File: src/rtl/seq_pkg.sv
// Shared definitions for the serializer and the sequence detectors it feeds.
package seq_pkg;

  // Default word width, reused by the detectors and their benches.
  localparam int SEQ_WORD_W = 8;

  // Serializer FSM encoding.
  typedef enum logic {
    SER_IDLE  = 1'b0,
    SER_SHIFT = 1'b1
  } ser_state_t;

endpackage

File: src/rtl/seq_serializer.sv
// Parallel-in, serial-out stage driving the detectors' seq_in.
// Words are accepted over valid/ready and emitted one bit per shift_en cycle.
// A new word can be accepted on the last-bit cycle, so back-to-back words are gapless.
//
//   state     | meaning
//   ----------+------------------------------------------------------
//   SER_IDLE  | no word in flight, ready for a load
//   SER_SHIFT | shreg holds the remaining bits, cnt = bits already sent
module seq_serializer
  import seq_pkg::*;
#(
  parameter int WIDTH     = SEQ_WORD_W,
  parameter bit MSB_FIRST = 1'b1
) (
  input  logic             clock,
  input  logic             reset,
  input  logic [WIDTH-1:0] data_in,
  input  logic             load_valid,
  output logic             load_ready,
  input  logic             shift_en,
  output logic             seq_out,
  output logic             seq_valid,
  output logic             last_bit
);

  localparam int CNT_W = $clog2(WIDTH);
  localparam logic [CNT_W-1:0] CNT_LAST = CNT_W'(WIDTH - 1);

  ser_state_t       state;
  logic [WIDTH-1:0] shreg;
  logic [CNT_W-1:0] cnt;
  logic             at_last;
  logic             head_bit;

  assign at_last    = (cnt == CNT_LAST);
  assign head_bit   = MSB_FIRST ? shreg[WIDTH-1] : shreg[0];
  assign seq_valid  = (state == SER_SHIFT);
  assign seq_out    = seq_valid & head_bit;
  assign last_bit   = seq_valid & at_last;
  // Ready in SHIFT only when this edge retires the final bit, which makes reloads seamless.
  assign load_ready = (state == SER_IDLE) | (at_last & shift_en);

  // FSM, shift register and bit counter advance together on each enabled edge.
  always_ff @(posedge clock) begin
    if (reset) begin
      state <= SER_IDLE;
      shreg <= '0;
      cnt   <= '0;
    end else begin
      case (state)
        SER_IDLE: begin
          if (load_valid) begin
            shreg <= data_in;
            cnt   <= '0;
            state <= SER_SHIFT;
          end
        end
        SER_SHIFT: begin
          if (shift_en) begin
            if (!at_last) begin
              if (MSB_FIRST) begin
                shreg <= {shreg[WIDTH-2:0], 1'b0};
              end else begin
                shreg <= {1'b0, shreg[WIDTH-1:1]};
              end
              cnt <= cnt + CNT_W'(1);
            end else if (load_valid) begin
              shreg <= data_in;
              cnt   <= '0;
            end else begin
              state <= SER_IDLE;
            end
          end
        end
        default: state <= SER_IDLE;
      endcase
    end
  end

endmodule
File: config.mk
export PLATFORM = sky130hd
export DESIGN_NAME = seq_serializer
export DESIGN_NICKNAME = d
export VERILOG_FILES = /design/src/rtl/seq_pkg.sv /design/src/rtl/seq_serializer.sv
export SDC_FILE = /design/constraint.sdc
export NUM_CORES = 1
export LEC_CHECK = 0
export CELL_PAD_IN_SITES_DETAIL_PLACEMENT = 0
export CELL_PAD_IN_SITES_GLOBAL_PLACEMENT = 2
export CORE_ASPECT_RATIO = 0.5
export CORE_MARGIN = 1
export CORE_UTILIZATION = 23
export CTS_BUF_LIST = sky130_fd_sc_hd__clkbuf_8 sky130_fd_sc_hd__clkbuf_16
export DETAILED_ROUTE_END_ITERATION = 8
export GPL_TIMING_DRIVEN = 0
export PLACE_DENSITY = 0.73
export SLEW_MARGIN = 10
export SYNTH_ARGS = -nofsm -noshare
export SYNTH_HDL_FRONTEND = slang
export SYNTH_SLANG_ARGS = --single-unit
File: constraint.sdc
create_clock -name clock -period 2.4 [get_ports clock]
set_input_delay 0.24 -clock clock [delete_from_list [all_inputs] [get_ports clock]]
set_output_delay 0.24 -clock clock [all_outputs]
set_load 0.05 [all_outputs]
# Yosys cells after proc, flatten, opt, wreduce, memory -nomap -nowiden
# Index checks and enable logic that the tools add are counted.
dict set report totals {
  wordCells 23
  output_inout_bits 4
  ff_bits 12
}
dict set report classes {
  n_bitwise 5
  muxes 12
  add_sub_neg 1
  n_eq_ne 2
}
# op n
set ops {}
lappend ops {{$mux W8} 3}
lappend ops {{$pmux W8 S2} 1}
lappend ops {{$mux W3} 3}
lappend ops {{$pmux W3 S2} 1}
lappend ops {{$add A3 B1 Y3 const B} 1}
lappend ops {{$and A1 B1 Y1} 3}
lappend ops {{$eq A3 B3 Y1 const B} 1}
lappend ops {{$mux W1} 3}
lappend ops {{$ne A2 B2 Y1 const B} 1}
lappend ops {{$pmux W1 S2} 1}
lappend ops {{$not A1 Y1} 1}
lappend ops {{$or A1 B1 Y1} 1}

# Depth between registers and ports, before layout
# Gate-level depths: netlist of run 1.
dict set report depth {
  word_depth 4
  ltp_mapped 6
  ltp_nobuf 5
}

# Worst setup path after synthesis of run 1
# Ideal clock, no wire load.
dict set report synth_path {
  path_kind {reg-to-output}
  start {reg state, in the netlist seq_valid}
  end {out seq_out}
  slack_ns 0.499
  path_buffers 1
  required_time_ns 2.160
  t_arrival_ns 1.661
  stages_incl_launch_ff 4
  path_cell_list {dfxtp_1 > buf_2 > inv_1 > nor2_1}
}
dict set report synth_between {
  elab_chain_len 1
}
# element line
set synth_lines {}
lappend synth_lines {{start: declaration} seq_serializer.sv:29} ;# ser_state_t state;
lappend synth_lines {{start signal: assignment} seq_serializer.sv:46} ;# state <= SER_IDLE;
lappend synth_lines {{start signal: assignment} seq_serializer.sv:55} ;# state <= SER_SHIFT;
lappend synth_lines {{start signal: assignment} seq_serializer.sv:71} ;# state <= SER_IDLE;
lappend synth_lines {{$and A1 B1 Y1} seq_serializer.sv:38} ;# assign seq_out = seq_valid & head_bit;
lappend synth_lines {{end: declaration} seq_serializer.sv:21} ;# output logic seq_out,
# Every way passes these cells.

# Final worst setup path of run 1
dict set report layout_path {
  start {reg cnt[0]}
  end {out load_ready}
}
dict set report layout_between {
  elab_chain_len 3
}
# element line
set layout_lines {}
lappend layout_lines {{start: declaration} seq_serializer.sv:31} ;# logic [CNT_W-1:0] cnt;
lappend layout_lines {{start signal: assignment} seq_serializer.sv:66} ;# cnt <= cnt + CNT_W'(1);
lappend layout_lines {{$eq A3 B3 Y1} seq_serializer.sv:35} ;# assign at_last = (cnt == CNT_LAST);
lappend layout_lines {{$and A1 B1 Y1} seq_serializer.sv:41} ;# assign load_ready = (state == SER_IDLE) | (at_last & shift_en);
lappend layout_lines {{$or A1 B1 Y1} seq_serializer.sv:41}
lappend layout_lines {{end: declaration} seq_serializer.sv:19} ;# output logic load_ready,
# Every way passes these cells.

==> results of run 1 <==
==> worst reg2reg max path, delay by kind of cell, from the launching register on <==
| family | cells | cell delay [ps] |
|---|---|---|
| flops | 1 | 340 |
| fa+ha+maj | 2 | 470 |
| simple gates | 1 | 170 |
| buf+inv | 1 | 140 |
| compound gates | 2 | 460 |
==> Yosys cell counts <==
| master | count | area (sq um) |
|---|---|---|
| a21o_1 | 1 | 7.51 |
| a21oi_1 | 3 | 15.0 |
| a21oi_4 | 1 | 16.3 |
| a221o_1 | 3 | 30.0 |
| a31oi_1 | 9 | 56.3 |
| and2_1 | 1 | 6.26 |
| and2b_1 | 1 | 7.51 |
| buf_2 | 3 | 15.0 |
| buf_6 | 1 | 11.3 |
| clkbuf_1 | 1 | 3.75 |
| dfxtp_1 | 12 | 240 |
| ha_1 | 3 | 37.5 |
| inv_1 | 8 | 30.0 |
| nand2_1 | 11 | 41.3 |
| nand2b_1 | 1 | 6.26 |
| nand3_1 | 3 | 15.0 |
| nand3b_1 | 2 | 15.0 |
| nor2_1 | 5 | 18.8 |
| nor2b_1 | 1 | 6.26 |
| nor2b_2 | 1 | 8.76 |
| o211ai_1 | 2 | 15.0 |
| o21ai_0 | 1 | 5.00 |
| o221a_2 | 4 | 45.0 |
| o311a_1 | 1 | 10.0 |
| o32a_1 | 1 | 10.0 |
==> layout by cell type, fill, tap and decap left out <==
cell type        instances
a21oi_1                  3
a221o_1                  3
o221a_2                  4
clkbuf_1                 1
buf_6                    1
nor2b_2                  1
a31oi_1                  9
o311a_1                  1
a21oi_4                  1
and2b_1                  1
and2_1                   1
ha_1                     3
clkdlybuf4s50_1         15
nand2b_1                 1
nand2_1                 11
dfxtp_1                 12
nor2_1                   5
nor2b_1                  1
inv_1                    8
o21ai_0                  1
nand3b_1                 2
nand3_1                  3
buf_2                    3
a21o_1                   1
o32a_1                   1
o211ai_1                 2
clkbuf_8                 3
==> metrics by stage <==
stage | instances | utilization, % | hold slack (ps) | instance area (sq um) | setup WS (ps)
2_1_floorplan | 80 | - | 357 | 673 | 499
3_3_place_gp | 132 | 32.4 | 473 | 870 | 439
3_5_place_dp | 132 | 32.4 | 470 | 870 | 425
4_1_cts | 135 | 33.9 | 477 | 911 | 156
5_1_grt | 135 | 33.9 | 491 | 911 | 27.7
6_report | 135 | 33.9 | 478 | 911 | 150
==> worst paths after layout <==
kind,slack [ps],endpoint,cells past startpoint
worst max register to register,740,shreg[7],6
worst max-delay path,150,load_ready,5
worst min register to register,480,shreg[3],2
worst min-delay path,480,shreg[3],2
==> area by class of cell <==
| class | instances | area, sq um |
|---|---|---|
| Fill cell | 287 | 1770 |
| Timing Repair Buffer | 15 | 150 |
| Tap cell | 37 | 46.3 |
| Inverter | 8 | 30.0 |
| Clock buffer | 3 | 41.3 |
| Buffer | 5 | 30.0 |
| Multi-Input combinational cell | 55 | 373 |
| Sequential cell | 12 | 240 |
==> routing by layer <==
| layer | up-vias | wire length (um) |
|---|---|---|
| li1 | 327 | - |
| met1 | 297 | 888 |
| met2 | 11 | 710 |
| met3 | 4 | 62 |
| met4 | 0 | 17 |
| met5 | - | 0 |
==> flip-flops by register name, indices dropped and copies added, names as in the netlist <==
name,count
seq_valid,1
cnt,3
shreg,8
==> where the power goes <==
part / switching [mW] / internal (mW)
clock: 0.0742 / 0.111
combinational: 0.0564 / 0.0514
sequential: 0.00886 / 0.215
==> cells by family (layout without fill, tap and decap cells) <==
group                    count (synthesis)  after routing
AND/OR/NAND/NOR                         26             26
AO/OA/AOI/OAI                           26             26
adder cells (fa/ha/maj)                  3              3
buffers and inverters                   13             31
flip-flops                              12             12
==> summary.md, run 1 <==
| Metric | Value |
|---|---|
| Status | `completed` |
| H-tree levels | `1` |
| Adder-cell share of the synthesized area | `roughly 5.6%` |
| Synth Net Count | `95` |
| Detailed-route via count | `639` |
| CTS tree | `done` |
| Setup Skew | `about 1.4 ps` |
| GR Layer Usage met3 | `5.00%` |
| Vias in the first global route | `a little under 600` |
| Row count | `13` |
| ANT nets after route | `0` |
| Total Routing Usage GR | `around 12%` |
| DRC | `0` |
| # IOs | `16` |
| Initial Util | `between 20 and 30%` |
| XOR/XNOR Fraction of Synth Area | `0%` |
| Die extent in y | `slightly above 40 um` |
| Min-delay src | `shreg[2]` |
| Synthesized netlist cell count | `80` |
| GRT busiest layer | `met2` |
| Worst Tran Pin Value | `around 500 ps` |
| Worst Path Required | `between 2000 and 2500 ps` |
| WS Path Type | `reg2out` |
| Clk_lat worst skew | `240 ps` |
| Synth Cell Area | `673 sq um` |
| Synth-to-Final Area Change | `35.3%` |
| Setup crit start kind | `register` |
| Lkg Pwr | `approximately 0.36 nW` |
| CORE AREA | `~2700 sq um` |
| WL per Instance | `around 12 um` |
| Relative slew margins | `67.1%` |
| GR Util met2 | `between 20 and 25%` |
| Met1 Resource Use GR | `between 15 and 20%` |
| Hold_buf cts | `0` |
| Remaining global-route overflow | `0` |
| Die width | `between 70 and 80 um` |
| Share of layout cells above drive strength 1 | `13.3%` |
| Clk sink count | `12` |
| Largest net degree at the start of global routing | `11` |
| Total CTS buffers | `3` |
| Pins over their slew limit | `0` |
| Tmin final | `2250 ps` |
| Max stage delay cell, worst path | `clkdlybuf4s50_1` |
| Post-Synth Simple-Gate Area | `between 10% and 20%` |
| Arrival @ worst endpoint | `2010 ps` |
| Final Hold Viols | `0` |
| Hold Path Class | `reg2reg` |
| Synth warn | `0` |
| Initial antenna violation count | `0` |
| Clk root buf | `clkbuf_8` |
| Vias per cell | `about 4.7` |
| CTS Buffer Depth | `2` |
| Buf/Inv on CP | `1` |
| Max VDD drop | `0.155 mV` |
| Setup violations, final | `0` |
| Largest family of logic cells by synthesized area | `compound AO/OA/AOI/OAI gates` |
| Post-CTS sizing | `0` |
| Setup Total Neg Slack | `0 ps` |
| P per Cell Area | `between 500 and 600 nW/um^2` |
| Worst reg2reg startpoint | `cnt[0]` |
| Fin crit share | `between 90 and 100%` |
| Total of max-cap violations | `0` |
| CP Max Fanout | `5` |
| Compound-Gate Fraction of Synth Area | `31.2%` |
| Yosys reg bits | `12` |
| First-pass GRT wire length | `about 2800 um` |
| I/O Buffers | `15` |
| Total wire length | `approximately 1700 um` |
| HPWL Detailed | `about 1300 um` |
| RSZ-0062 raised after global routing | `no` |
| Nets@finish | `115` |
| Setup Fix Bufs, Post-CTS | `0` |
| Start point of the critical path | `cnt[0]` |
| GPL Wtd Cong | `0.716` |
| CP peak stage delay | `approximately 790 ps` |
| Setup crit end kind | `primary output` |
| Pre-Repair DR Iteration Count | `4` |
| Delay-heaviest family, CP | `buffers and inverters` |
| Sequential-to-total area share from yosys stat | `35.7%` |
| Antenna cell count | `0` |
| Synth unique cells | `25` |
| Fmax | `about 0.44 GHz` |
| Die ar. | `3160 sq um` |
| Worst path cell trace | `ha_1 -> ha_1 -> nand2_1 -> nand2_1 -> clkdlybuf4s50_1` |
| Pwr Total | `between 0.5 and 0.6 mW` |
| Mux share of post-synthesis cell area | `0%` |
| Reg clk slew, reported paths | `approximately 50 ps` |
| Avg Inst Size Synth | `~8.4 sq um` |
| Initial DRC count | `30` |
Note: power is estimated with default switching activity, not from simulation.
==> run 2, diff against run 1 <==
--- a/config.mk
+++ b/config.mk
@@ -11,6 +11,7 @@
 export CORE_MARGIN = 1
 export CORE_UTILIZATION = 23
 export CTS_BUF_LIST = sky130_fd_sc_hd__clkbuf_8 sky130_fd_sc_hd__clkbuf_16
+export CTS_CLUSTER_SIZE = 16
 export DETAILED_ROUTE_END_ITERATION = 8
 export GPL_TIMING_DRIVEN = 0
 export PLACE_DENSITY = 0.73
==> results of run 2 <==
The final DEF is identical to that of run 1; final timing and power are the same.
==> run 3, diff against run 2 <==
==> constraint.sdc (replaced) <==
create_clock -name clock -period 2.4 [get_ports clock]
set_input_delay 0.24 -clock clock [delete_from_list [all_inputs] [get_ports clock]]
set_output_delay 0.24 -clock clock [all_outputs]
set_load 0.005 [all_outputs]
==> results of run 3 <==
Same layout as run 1 (identical final DEF). Status: completed.
Among the figures that moved: setup slack after placement 425 ps -> 727 ps; setup slack after layout 150 ps -> 453 ps; total power 0.516 mW -> 0.505 mW; worst IR drop on VDD 0.155 mV -> 0.154 mV
